`src/rtl/char_text_buffer_pkg.sv`:
```
// Shared text-mode constants: grid geometry, fill code, control bytes and FSM states.
package char_text_buffer_pkg;

  localparam int unsigned TEXT_COLS = 16;
  localparam int unsigned TEXT_ROWS = 16;
  localparam logic [6:0]  FILL_CHAR = 7'h20;

  localparam logic [7:0] ASCII_BS = 8'h08;
  localparam logic [7:0] ASCII_LF = 8'h0A;
  localparam logic [7:0] ASCII_FF = 8'h0C;
  localparam logic [7:0] ASCII_CR = 8'h0D;

  typedef enum logic [0:0] {
    CLEAR = 1'b0,
    IDLE  = 1'b1
  } text_state_t;

endpackage

```
`src/rtl/char_text_buffer_ram.sv`:
```
// 256x7 simple dual-port RAM: one write port, one registered read-first read port.
module text_ram #(
  parameter int unsigned DATA_W = 7,
  parameter int unsigned ADDR_W = 8
) (
  input  logic              clk,
  input  logic              rst,
  input  logic              we_i,
  input  logic [ADDR_W-1:0] waddr_i,
  input  logic [DATA_W-1:0] wdata_i,
  input  logic [ADDR_W-1:0] raddr_i,
  output logic [DATA_W-1:0] rdata_o
);

  logic [DATA_W-1:0] mem [2**ADDR_W];
  logic [DATA_W-1:0] rdata_q;

  always_ff @(posedge clk) begin
    if (we_i) mem[waddr_i] <= wdata_i;
  end

  // Reading the array before this edge's write lands gives read-first behaviour.
  always_ff @(posedge clk) begin
    if (rst) rdata_q <= '0;
    else     rdata_q <= mem[raddr_i];
  end

  assign rdata_o = rdata_q;

endmodule

```
`src/rtl/char_text_buffer.sv`:
```
// 16x16 text character store: byte-stream writer with cursor/control codes, 1-cycle read port.
module char_text_buffer #(
  parameter int unsigned TEXT_COLS = char_text_buffer_pkg::TEXT_COLS,
  parameter int unsigned TEXT_ROWS = char_text_buffer_pkg::TEXT_ROWS,
  parameter logic [6:0]  FILL_CHAR = char_text_buffer_pkg::FILL_CHAR
) (
  input  logic       clk,
  input  logic       rst,
  input  logic [7:0] char_xy,
  input  logic [3:0] char_line,
  output logic [6:0] char_code,
  output logic [3:0] char_line_d,
  input  logic [7:0] wr_data,
  input  logic       wr_valid,
  output logic       wr_ready,
  output logic [7:0] cursor_xy,
  output logic       busy
);
  import char_text_buffer_pkg::*;

  localparam logic [7:0] CLR_LAST = 8'(TEXT_COLS * TEXT_ROWS - 1);

  text_state_t state_q, state_d;
  logic [7:0]  cursor_q, cursor_d;
  logic [7:0]  clr_addr_q, clr_addr_d;
  logic        wr_ready_q;
  logic [3:0]  char_line_q;
  logic        ram_we;
  logic [7:0]  ram_waddr;
  logic [6:0]  ram_wdata;

  always_comb begin
    state_d    = state_q;
    cursor_d   = cursor_q;
    clr_addr_d = clr_addr_q;
    ram_we     = 1'b0;
    ram_waddr  = cursor_q;
    ram_wdata  = wr_data[6:0];
    case (state_q)
      CLEAR: begin
        ram_we     = 1'b1;
        ram_waddr  = clr_addr_q;
        ram_wdata  = FILL_CHAR;
        clr_addr_d = clr_addr_q + 8'd1;
        if (clr_addr_q == CLR_LAST) state_d = IDLE;
      end
      default: begin
        if (wr_valid && wr_ready_q) begin
          if (wr_data >= 8'h20 && wr_data <= 8'h7E) begin
            ram_we   = 1'b1;
            cursor_d = cursor_q + 8'd1;
          end else begin
            case (wr_data)
              ASCII_CR: cursor_d = {cursor_q[7:4], 4'h0};
              ASCII_LF: cursor_d = {cursor_q[7:4] + 4'h1, 4'h0};
              ASCII_BS: begin
                cursor_d  = cursor_q - 8'd1;
                ram_we    = 1'b1;
                ram_waddr = cursor_q - 8'd1;
                ram_wdata = FILL_CHAR;
              end
              ASCII_FF: begin
                cursor_d   = 8'h00;
                clr_addr_d = 8'h00;
                state_d    = CLEAR;
              end
              default: ;
            endcase
          end
        end
      end
    endcase
  end

  always_ff @(posedge clk) begin
    if (rst) begin
      state_q     <= CLEAR;
      cursor_q    <= 8'h00;
      clr_addr_q  <= 8'h00;
      wr_ready_q  <= 1'b0;
      char_line_q <= 4'h0;
    end else begin
      state_q     <= state_d;
      cursor_q    <= cursor_d;
      clr_addr_q  <= clr_addr_d;
      wr_ready_q  <= (state_d == IDLE);
      char_line_q <= char_line;
    end
  end

  // Writes are suppressed during reset so a mid-stream reset cannot land a stray byte.
  text_ram #(.DATA_W(7), .ADDR_W(8)) u_ram (
    .clk     (clk),
    .rst     (rst),
    .we_i    (ram_we && !rst),
    .waddr_i (ram_waddr),
    .wdata_i (ram_wdata),
    .raddr_i (char_xy),
    .rdata_o (char_code)
  );

  assign char_line_d = char_line_q;
  assign wr_ready    = wr_ready_q;
  assign busy        = ~wr_ready_q;
  assign cursor_xy   = cursor_q;

endmodule

```
`config.mk`:
```
export PLATFORM = sky130hd
export DESIGN_NAME = char_text_buffer
export DESIGN_NICKNAME = d
export VERILOG_FILES = /design/src/rtl/char_text_buffer_pkg.sv /design/src/rtl/char_text_buffer_ram.sv /design/src/rtl/char_text_buffer.sv
export SDC_FILE = /design/constraint.sdc
export NUM_CORES = 2
export LEC_CHECK = 0
export CAP_MARGIN = 5
export CORE_MARGIN = 1
export CORE_UTILIZATION = 40
export DETAILED_ROUTE_END_ITERATION = 10
export SETUP_SLACK_MARGIN = 0.4
export SYNTH_ARGS = -nofsm -noshare
export SYNTH_HDL_FRONTEND = slang
export SYNTH_SLANG_ARGS = --single-unit
```
`constraint.sdc`:
```
create_clock -name clk -period 19.5 [get_ports clk]
set_clock_uncertainty 0.05 [all_clocks]
set_input_delay 3.9 -clock clk [delete_from_list [all_inputs] [get_ports clk]]
set_output_delay 3.9 -clock clk [all_outputs]
set_load 0.05 [all_outputs]
```
* Word level (Yosys, flattened, before mapping)
Memories as Yosys holds them, arrays and structs flattened. A register that Yosys moved wholly into a read port is not among the register bits.
Cells that the tools add are included.
** Word-level totals
- Output and inout port bits :: 21
- Flip-flop bits (word level) :: 21
- Bits in writable memories :: 1792
- Word-level logic and storage cells :: 56
- Memories kept :: 1
- Input bits :: 23
** Memory list
- u_ram.mem :: depth 256, bits a word 7, rd ports 1, clocked after memory_dff 1, wr ports 1, RTL line char_text_buffer_ram.sv:15 : logic [DATA_W-1:0] mem [2**ADDR_W];
** Cells by class
- Reductions and logical operators :: 9
- Equal/unequal tests :: 9
- Order comparisons :: 2
- Add/subtract/negate cells :: 4
- Bitwise logic cells :: 1
- Mux-type cells :: 25
** Operators with widths (number)
- $mux W8 :: 9
- $eq A8 B4 Y1 const B :: 4
- $pmux W8 S4 :: 1
- $mux W7 :: 4
- $add A8 B1 Y8 const B :: 2
- $mux W1 :: 11
- $eq A8 B8 Y1 const B :: 1
- $ge A8 B6 Y1 const B :: 1
- $le A8 B7 Y1 const B :: 1
- $sub A8 B1 Y8 const B :: 1
- $reduce_and A3 Y1 :: 2
- $reduce_bool A5 Y1 :: 1
- $add A4 B1 Y4 const B :: 1
- $ne A2 B1 Y1 const B :: 2
- $ne A2 B2 Y1 const B :: 2
- $reduce_and A4 Y1 :: 1
- $reduce_bool A4 Y1 :: 1
- $logic_and A1 B1 Y1 :: 3
- $logic_not A1 Y1 :: 1
- $not A1 Y1 :: 1

* Longest topological paths before layout
- Depth after elaboration :: 8
- Gate-level depth with buffers :: 11
- Gate-level depth less buffers :: 9

* Hierarchy
A second synthesis with hierarchy kept.
** Second synthesis, totals
- Cells, all modules :: 3785
- Area total of the unflattened synthesis :: 72542.1 sq um
** By module, submodules not included
- text_ram :: instances 1, sequential area each 53951.7 sq um, cells each 3577, area each 70934.3 sq um
- char_text_buffer :: instances 1, sequential area each 420.4 sq um, cells each 208, area each 1607.8 sq um

* Worst setup path after synthesis
No wires, ideal clock.
- Kind :: input to register
- Start :: input wr_data[1]
- End :: memory u_ram.mem[0][1], data pin
- Setup slack :: 8.198 ns
- Path buffers :: 0
- Data required time :: 18.062 ns
- Setup time :: 1.388 ns
- Arrival :: 9.864 ns
- Cell stages on the path :: 2
- Cells stage by stage :: inv_1 nor2_1
** On the way
- Longest elaborated chain between the ends :: 5
- Elaborated cells on any way between the ends :: 8
- Classes of those cells :: order compare (2); eq/ne (1); mux (4); reduce/logical (1)
** Ends and longest elaborated chain
- start: declaration :: RTL line char_text_buffer.sv:13 : input logic [7:0] wr_data,
- $ge A8 B6 Y1, or another cell as far along :: RTL line char_text_buffer.sv:49 : if (wr_data >= 8'h20 && wr_data <= 8'h7E) begin
- $logic_and A1 B1 Y1 or $mux W7 (tied branches) :: RTL line char_text_buffer.sv:49, char_text_buffer.sv:53
- $mux W7 :: RTL line char_text_buffer.sv:49
- $mux W7 (*) :: RTL line char_text_buffer.sv:48 : if (wr_valid && wr_ready_q) begin
- $mux W7 (*) :: RTL line char_text_buffer.sv:39 : case (state_q)
- named net ram_wdata[1] :: RTL line char_text_buffer.sv:30 : logic [6:0] ram_wdata;
- end: declaration :: RTL line char_text_buffer_ram.sv:15
Mark *: on every way through the listed nets, which the timed path passes. The rest lies on a longest branch.

==> impl_results.md <==
- Share of the clock period used by the worst path after layout: 41.3%
- Placed wire-length estimate: 124 mm
- Worst hold endpoint: clr_addr_q[5]
- Initial antenna violation count: 8
- Data arrival time of the critical path: between 8 and 9 ns
- Number of global-route vias before repair: 37,591
- Post-route cell area: 80,600 sq um
- Launch point of the worst hold path: clr_addr_q[5]
- Number of warning messages in the yosys log: 0
- Startpoint-to-endpoint class of the critical path: input port to flop
- Fraction of final layout cells with drive strength greater than 1: between 10% and 20%
- Average wire per standard cell: 31.9 um
- Total routing resource utilization after global routing: 22.2%
- Top cell types by occurrence after synthesis: 1,792 x edfxtp_1, 328 x mux4_2, 325 x nor2_1
- Number of buffers inserted by port buffering: between 40 and 50
- Post-synthesis register bit count: around 1,800
- Highest achievable clock rate: ~0.12 GHz
- Sequential share of power: 54.2%
- Net total in the final layout: 3,835
- Classification of the worst-slack hold path: flop to flop
- Post-synth top area share: 74.8%
- Total power divided by cell area: 97.1 nW/um^2
- Pre-CTS setup slack: 10.61 ns
- Routed Antenna Nets: 0
- Number of clock sinks: 1,820
- Main flop type after synthesis: edfxtp_1
- First-iteration detailed-routing DRC count: about 4,200
- Total of fill cells in the finished design: about 15,000
- Number of remaining DRC errors: 0
- Mean post-synth cell area: 19.3 sq um
- Post-route core utilization: approximately 45%
- Run status: complete, no violations
- Total die area: around 180,000 sq um
- Type of destination of the critical path: flop
- Horiz. Die Dim: between 400 and 500 um
- TritonCTS clock tree: built
- Crit path required time: 20.20 ns
- Length in cells of the worst reg-to-reg path: 8
- Root buffer selected by CTS: clkbuf_16
- Gates resized, CTS repair: 0
- Cell Area, Synth: 71,900 sq um
- Switching part of the total: 21.7%
- Wire length of the first global-routing pass: 285 mm
- Post-detailed-routing wire length: 201 mm
- Smallest setup slack after layout: between 10 and 15 ns
- Cell with the most instances after synthesis: edfxtp_1
- Critical-path maximum fanout: 93
- Slew at the pin closest to its max-slew limit: 1.42 ns
- Number of vias in the routed layout: 37,985
- Chip Height: 426 um
- Reg-to-reg startpoint: cursor_xy[0]
- Insertion delay to the later sink of the worst-skew pair: 0.83 ns
- Cell Rows: 155
- Syn Inst Count: 3,720
- Core region area: 179,000 sq um
- Total congestion overflow: 0
- Reg-to-reg setup timing slack: 14.96 ns
- Max-slew violation total from the final report: 0
- IR Drop Worst-Case VDD: 94.8 uV
- Yosys top cell by area: edfxtp_1
- Register area share after synthesis: between 70% and 80%
- Hold_buf cts: 0
- Crit path launch type: input port
- Proportion of power drawn by combinational gates: 3.9%
- Maximum count of clock buffers along a single path: 3
- Synthesis-to-finish area growth: 12.0%
- Clock group share of total power: 41.9%
- Num ports: 44
- Static power due to leakage: 26.2 nW
- Post-synth net total: 3,749
- Reg-to-reg critical path endpoint: u_ram.mem[84][4]
- Unrepaired setup endpoints after global routing: no
- Worst max-slew margin expressed relative to the limit: 5.38%
- EDFF count, synth: about 1,800
- Mean number of vias per cell: 6.02
- Max-cap violations: 0
- Largest cells by area after synthesis: edfxtp_1 75%, mux4_2 10%, mux2i_1 3.5%
- Distinct cells, synth: 81
- Starting density of the core: 40.3%
- Maximum number of pins on one net before global-route repair: 213
- Final critical path time including I/O delays and setup: 8.06 ns
- Share of synthesized flip-flops with an asynchronous set or reset: 0%
- Number of buffers added by the clock tree synthesis step: 181
- Overall power consumption: 0.00782 W
- Hold violation total from the final report: 0
- Instance area after placement: around 75,000 sq um
- Number of iterations in the first detailed-routing pass: 6
- Clock-pin slew on the worst setup and hold paths: 0.06 ns
- Final setup vio count: 0
- Setup fix buffers added after clock tree synthesis: 0
- Cell count of the worst hold path: 2
- Switching power total: 0.00170 W
- Gp weighted congestion: 0.881
- Internal power consumption: about 0.0061 W
- H-Tree Depth: 4
- Aggregate negative setup slack: 0 ns
-- routing by layer --
metal	GRT usage (%)	share of wire, %	vias up
met4	9.30	4.2	8
met5	0	0.026	-
li1	-	-	15607
met1	30.4	41	20183
met3	5.06	8.5	383
met2	34.2	47	1804
-- cells by family (layout without fill, tap and decap cells) --
group                      count (synthesis)  in the layout  synth area share (%)
AOI/OAI and AO/OA                        433            433                  4.35
xor gates and xnor gates                   7              7                0.0852
adders and majority gates                  6              6                 0.104
buffers and inverters                    244            476                  1.62
DFF                                     1820           1820                  75.6
muxes                                    590            590                  13.9
other                                      0              3                     0
and+or+nand+nor                          620            620                  4.34
-- layout make-up --
type | instances | area (sq um) | area share [%]
flip-flops and latches | 1820 | 54400 | 67.5
multi-input cells | 1656 | 16500 | 20.5
clock buffers | 221 | 4710 | 5.85
well taps | 2355 | 2950 | 3.66
repair buffers | 135 | 1210 | 1.50
clock inverters | 108 | 773 | 0.960
inverters | 12 | 45.0 | 0.0559
diodes | 3 | 7.51 | 0.00932
-- cells in the final DEF, fill, tap and decap left out, drive strengths merged, types with 9 or more instances in the layout --
master,Yosys,final
edfxtp,1792,1792
mux4,328,328
nor2,325,325
mux2i,255,255
clkbuf,102,222
buf,130,96
clkinv,1,91
o221ai,85,85
a22oi,69,69
a21oi,60,60
nand2,56,56
nand4,54,54
o22ai,52,52
o21ai,48,48
nor3,48,48
clkdlybuf4s50,0,38
nand3,38,38
dfxtp,28,28
a211oi,21,21
inv,11,19
a2111oi,16,16
a31oi,16,16
and2,16,16
nand3b,12,12
nor2b,12,12
nor4,12,12
nand2b,10,10
o31ai,9,9
and3,9,9
-- state kept, by name, summed over array words and instances (netlist names) --
name / flops
cursor_xy: 8
u_ram.mem: 1792
clr_addr_q: 8
u_ram.rdata_o: 7
char_line_d: 4
wr_ready: 1
-- power by group through the flow --
stage | Sequential (W) | Clock, W | Combinational (W)
after floorplan | 0.00433 | 0 | 0.000173
after global placement | 0.00432 | 0 | 0.000307
after detailed placement | 0.00432 | 0 | 0.000306
after CTS | 0.00424 | 0.00332 | 0.000307
after global routing | 0.00424 | 0.00347 | 0.000316
final | 0.00424 | 0.00327 | 0.000308
-- how the worst max path moves through the flow --
stage / from / end / slack, ns
after CTS: char_xy[0] / u_ram.rdata_o[0] / 11.46
final: char_xy[0] / u_ram.rdata_o[0] / 11.44
after global placement: char_xy[0] / u_ram.rdata_o[0] / 10.63
after global routing: char_xy[0] / u_ram.rdata_o[0] / 11.29
after detailed placement: char_xy[0] / u_ram.rdata_o[0] / 10.61
after floorplan: wr_data[1] / u_ram.mem[0][1] / 8.20
-- through the flow --
step / std cells / hold slack (ns)
floorplan: 3720 / 0.411
global placement: 5977 / 0.437
detailed placement: 5977 / 0.449
CTS: 6306 / 0.461
global route: 6307 / 0.486
finish: 6310 / 0.469
-- worst max-delay path: stages --
cell and delay [ns]:
buf_8 0.63, buf_12 0.60, buf_4 0.78, mux2i_1 0.17, o221ai_1 0.46, a21oi_1 0.33
a2111oi_0 0.98, nand4_1 0.38, o22ai_1 0.21
No activity file was read; power rests on OpenSTA's default activity.
